**src/rtl/machine_jk_seq.sv**
```systemverilog
`default_nettype none
//==============================================================================
// Module      : machine_jk_seq
// Description : Serial pattern-detecting Moore FSM whose state register is
//               built from JK flip-flops, with enable and saturating counter.
// Revision    : 1.0
//==============================================================================
module machine_jk_seq #(
   parameter int           N       = 4,
   parameter logic [N-1:0] PATTERN = 4'b1011,
   parameter int           OVERLAP = 1,
   parameter int           CNT_W   = 8,
   localparam int          SW      = $clog2(N + 1)
) (
   input  logic             CLK,
   input  logic             RESET,
   input  logic             x,
   input  logic             en,
   output logic             F,
   output logic [SW-1:0]    S,
   output logic [CNT_W-1:0] match_cnt
);

   function automatic logic pbit(input int i);
      logic [N-1:0] p;
      p = PATTERN >> i;
      return p[0];
   endfunction

   // Transition table for one value of x, evaluated at elaboration: for each
   // state k, the longest suffix of (first k pattern bits, x) that is a prefix.
   function automatic logic [(N+1)*SW-1:0] build_tab(input logic xb);
      logic [(N+1)*SW-1:0] tab;
      int                  best;
      int                  j;
      logic                ok;
      logic                wb;
      tab = '0;
      for (int k = 0; k <= N; k++) begin
         best = 0;
         if (k == N && OVERLAP == 0) begin
            best = (xb == pbit(N - 1)) ? 1 : 0;
         end else begin
            for (int l = 1; l <= N; l++) begin
               if (l <= k + 1) begin
                  ok = 1'b1;
                  for (int t = 0; t < l; t++) begin
                     j  = k + 1 - l + t;
                     wb = (j == k) ? xb : pbit(N - 1 - j);
                     if (wb != pbit(N - 1 - t)) ok = 1'b0;
                  end
                  if (ok) best = l;
               end
            end
         end
         tab[k*SW +: SW] = best[SW-1:0];
      end
      return tab;
   endfunction

   localparam logic [(N+1)*SW-1:0] c_ns_x0   = build_tab(1'b0);
   localparam logic [(N+1)*SW-1:0] c_ns_x1   = build_tab(1'b1);
   localparam logic [SW-1:0]       c_full    = SW'(N);
   localparam logic [CNT_W-1:0]    c_cnt_max = '1;

   logic [SW-1:0]    r_s;
   logic [CNT_W-1:0] r_cnt;
   logic [SW-1:0]    w_ns;
   logic [SW-1:0]    w_j;
   logic [SW-1:0]    w_k;

   // Unreachable codes above N fall through to the default of 0.
   always_comb begin
      w_ns = '0;
      for (int i = 0; i <= N; i++) begin
         if (r_s == SW'(i)) w_ns = x ? c_ns_x1[i*SW +: SW] : c_ns_x0[i*SW +: SW];
      end
   end

   assign w_j = {SW{en}} &  w_ns & ~r_s;
   assign w_k = {SW{en}} & ~w_ns &  r_s;

   always_ff @(posedge CLK or posedge RESET) begin
      if (RESET) begin
         r_s <= '0;
      end else begin
         for (int i = 0; i < SW; i++) begin
            case ({w_j[i], w_k[i]})
               2'b10:   r_s[i] <= 1'b1;
               2'b01:   r_s[i] <= 1'b0;
               2'b11:   r_s[i] <= ~r_s[i];
               default: r_s[i] <= r_s[i];
            endcase
         end
      end
   end

   always_ff @(posedge CLK or posedge RESET) begin
      if (RESET) begin
         r_cnt <= '0;
      end else if (en && (w_ns == c_full) && (r_cnt != c_cnt_max)) begin
         r_cnt <= r_cnt + 1'b1;
      end
   end

   assign S         = r_s;
   assign F         = (r_s == c_full);
   assign match_cnt = r_cnt;

endmodule
`default_nettype wire

```
**config.mk**
```make
export PLATFORM = sky130hd
export DESIGN_NAME = machine_jk_seq
export DESIGN_NICKNAME = d
export VERILOG_FILES = /design/src/rtl/machine_jk_seq.sv
export SDC_FILE = /design/constraint.sdc
export NUM_CORES = 1
export LEC_CHECK = 0
export CORE_MARGIN = 4
export CORE_UTILIZATION = 38
export DETAILED_ROUTE_END_ITERATION = 16
export GPL_TIMING_DRIVEN = 0
export PLACE_DENSITY = 0.68
export SYNTH_ARGS = -nofsm -noshare
export SYNTH_HDL_FRONTEND = slang
export SYNTH_SLANG_ARGS = --single-unit
```
**constraint.sdc**
```tcl
create_clock -name CLK -period 1.7 [get_ports CLK]
set_clock_uncertainty 0.1 [all_clocks]
set_input_delay 0.17 -clock CLK [delete_from_list [all_inputs] [get_ports CLK]]
set_output_delay 0.17 -clock CLK [all_outputs]
set_load 0.01 [all_outputs]
```
**After elaboration in Yosys (flattened, before gate mapping)**

Index checks and enable logic that the tools add are counted.

- Add/sub/neg operators: 1
- Equality and inequality tests: 15
- Mux-type cells: 12
- Bitwise gates (word level): 9
- Reduce and logical (&&, ||, !) cells: 6

Operator list:

| operator | count |
|---|---|
| 2-to-1 mux 3 bit | 5 |
| bitwise AND 3 bit | 4 |
| equality test 2 bit, second input constant | 6 |
| case mux 1 bit (3 select lines) | 3 |
| nonzero test 3 bit | 3 |
| adder 8 x 1 -> 8 bit, second input constant | 1 |
| inequality test 8 bit, second input constant | 1 |
| equality test 2 x 1 -> 1 bit, second input constant | 3 |
| equality test 3 x 2 -> 1 bit, second input constant | 2 |
| equality test 3 bit, second input constant | 2 |
| NOT 3 bit | 2 |
| 2-to-1 mux 2 bit | 2 |
| equality test 3 x 1 -> 1 bit, second input constant | 1 |
| logical NOT 3 bit | 1 |
| NOT 1 bit | 3 |
| logical AND 1 bit | 2 |
| 2-to-1 mux 1 bit | 2 |

- Register bits after elaboration: 11
- Bits of input ports: 4
- Output and inout bits: 12
- Logic and storage cells: 47

**Logic depth before layout (Yosys ltp)**

- Depth after elaboration: 11
- Depth in mapped cells: 5

**Worst setup path after synthesis**

OpenSTA, ideal clock, no wires.

- Kind: reg-to-reg
- Start point: register r_cnt[0], in the netlist match_cnt[0]
- End point: register r_cnt[1], in the netlist match_cnt[1]
- Library setup time: 0.125 ns
- Arrival: 1.498 ns
- Path slack: -0.023 ns
- Stages on the path, launching flop included: 5
- Period minus slack after synthesis: 1.723 ns
- Cell sequence: dfrtp_1 ha_1 and3_2 a211oi_4 mux2_2

- Cells in the longest elaborated chain, start to end: 2
- Elaborated cells between the ends (all ways): 3

Ends and longest elaborated chain:

| element | line | source |
|---|---|---|
| start, declared | 67 | `logic [CNT_W-1:0] r_cnt;` |
| start signal, assigned | 102 | `r_cnt <= r_cnt + 1'b1;` |
| parallel branches: the longest is 2 deep, another holds adder 8 x 1 -> 8 bit | -- |  |

Several ways; the timed one is not identified.
A chain may end at the register's enable or synchronous reset.

**Final worst setup path**

- Start point: register r_cnt[0], in the netlist match_cnt[0]
- End point: register r_cnt[3], in the netlist match_cnt[3]

Same word-level chain as after synthesis.

==> summary.txt <==
STA
  • Fmax: 0.603 GHz
  • Hold Fails Final Rpt: 0
  • Pins over their slew limit: 0
  • Relative slew margins: between 70% and 80%
  • Final period utilization: between 90% and 100%
  • Setup TNS: 0 ns
  • Period minus WS final: around 1.7 ns
  • Final setup fails: 0
  • Worst setup margin: 0.0412 ns
  • Worst-margin pin slew: about 0.44 ns

Pwr
  • Net Sw Frac: 35.0%
  • Clock share of power: 17.7%
  • Power density over the cells: 1180 nW/um2
  • LEAKAGE: 0.340 nW
  • VDD IR max: 0.000659 V
  • Pint: ~0.65 mW
  • Total Power: 0.993 mW
  • P_sw: approximately 0.35 mW
  • Combinational share of power: 39.9%
  • Seq pwr share: roughly 42%

Placed design
  • # port buffers: 15
  • Placed inst area: 778 um2
  • Routability cong.: 0.708
  • Post-DP HPWL: 881 um
  • Dpl ws: -0.0861 ns

Route
  • DRT Pass-1 Iters: 3
  • Number of vias in the routed layout: 466
  • Final ANT Viol Nets: 0
  • DRT iter0 DRCs: 3
  • DRC: 0
  • Routed len/inst: 13.3 um
  • DR vias/cell: 5.12
  • Post-Route WL: 1210 um

Min path
  • Hold crit path type: input pin to asynchronous set/reset pin

Clocking
  • CTS tree: built
  • Clk buf depth: 2
  • Hold Buf Count CTS: 0
  • H-tree Lvls: 1
  • Clock transition at the registers of the reported paths: 0.07 ns
  • Root Driver: clkbuf_4
  • CTS buffer count: 3
  • Clock latency on the worst-skew pair: 0.26 ns
  • CTS sink count: 11

Yosys
  • Seq/Total Area, Yosys: between 40% and 50%
  • Netlist cell types: 28
  • Most used DFF post-synth: dfrtp_1
  • Mapped Cells: 53
  • Async set-reset flop share out of synthesis: 100%
  • Number of synthesized flops with an enable pin: 0
  • Syn Area/Cell: roughly 11 um2
  • Syn nets: 58
  • Yosys warns: 0
  • Mapped Area: around 600 um2
  • Synth Register Bits: 11

Floorplan
  • Die Y: between 40 and 50 um
  • Row cnt: 14
  • Die footprint: 2280 um2
  • # IOs: 16
  • Die Wd: 47.8 um
  • Core ar.: 1510 um2
  • Starting Density: between 30 and 40%

Cells and area
  • Most frequent cells in the layout: clkdlybuf4s50_1, dfrtp_1, o21ai_0
  • Diode count: 0
  • Area grow syn2layout: 40.0%
  • Post-route cell area: 841 um2
  • Final core utilization: 55.8%
  • Most common cell after layout, fill and taps aside: clkdlybuf4s50_1
  • Layout cells sized above 1: 24.0%
  • Final-stage net count: 81

Run status
  • Status: finished clean

GRT
  • Pin count of the biggest net entering global routing: 12
  • Global-route wire length before repair: between 1500 and 2000 um
  • Antenna violations before repair: 0
  • Gr ovfl total: 0
  • Number of global-route vias before repair: 426
  • GR Util All Layers: 11.9%

Setup path
  • Crit path kind: flop to flop
  • CP max FO: 5
  • Reg2Reg Setup Slack: 0.04 ns
  • WP data arrival: 1.70 ns
  • Critical path required time: 1.74 ns
  • Reg2Reg Depth: 5
  • Startpoint Class: flop
  • CP endpoint kind: flop

Run
  • Maxcap violations: 0
==> power by group through the flow <==
stage / combinational, mW / clock [mW] / sequential [mW]
2_1_floorplan: 0.158 / 0 / 0.433
4_1_cts: 0.348 / 0.185 / 0.417
3_5_place_dp: 0.347 / 0 / 0.423
5_1_grt: 0.428 / 0.199 / 0.435
3_3_place_gp: 0.337 / 0 / 0.421
6_report: 0.396 / 0.176 / 0.422
==> registers in the layout, summed over array words and instances (netlist names) <==
signal and flops:
match_cnt 8, S 3
==> cell families (layout without fill, tap and decap cells) <==
| group | count (synthesis) | count (layout) | synth area share (%) |
|---|---|---|---|
| muxes | 1 | 1 | 1.87 |
| and+or+nand+nor | 19 | 19 | 26.0 |
| AOI/OAI and AO/OA | 12 | 12 | 14.4 |
| xor gates and xnor gates | 5 | 5 | 7.29 |
| adders and majority gates | 1 | 1 | 2.08 |
| buffers and inverters | 4 | 26 | 2.50 |
| DFF | 11 | 11 | 45.8 |
==> synthesized netlist by cell type, types with 2 or more instances <==
library cell   n  area share [%]
o21ai_0        5             4.2
inv_1          4             2.5
nand3_1        4             3.3
xnor2_1        3             4.4
dfrtp_1       11              46
nor3_1         2             1.7
nand2b_1       2             2.1
xor2_1         2             2.9
==> worst max-delay path, cell delays in order, from the launching register on <==
cell	delay, ns
dfrtp_2	0.44
ha_4	0.18
and3_4	0.18
a211oi_4	0.32
nand4_1	0.16
xnor2_1	0.16
==> cell type report <==
cell class | instances | area [um2]
timing repair buffer | 18 | 171
multi-input combinational | 38 | 330
inverter | 4 | 15.0
sequential | 11 | 278
fill | 127 | 666
tap | 16 | 20.0
clock buffer | 4 | 26.3
==> metrics by stage <==
step	instances	hold WS, ns
2_1_floorplan	53	-0.0776
3_3_place_gp	84	0.396
3_5_place_dp	84	0.401
4_1_cts	89	0.109
5_1_grt	91	0.137
6_report	91	0.112
==> path summary, 6_finish.rpt <==
| kind | from | end |
|---|---|---|
| worst max-delay path | match_cnt[0] | match_cnt[3] |
| worst min-delay path | RESET | S[0] |
| worst max register to register | match_cnt[0] | match_cnt[3] |
| worst min register to register | match_cnt[6] | match_cnt[6] |
| max in group asynchronous | RESET | match_cnt[0] |
| min in group CLK | match_cnt[6] | match_cnt[6] |
==> layer usage <==
layer	part of all wire [%]	track usage (%)	vias to the layer above
met1	48	16.3	219
met2	48	16.9	8
li1	-	-	239
met5	0	0	-
met3	3.7	3.38	0
met4	0	6.45	0
==> what timing repair did <==
action / CTS / global route
pin swaps: 1 / 1
setup buffers: 1 / 2
gates resized for setup: 1 / 3
setup endpoints to repair: 4 / 4
Note: power is estimated with default switching activity, not from simulation.
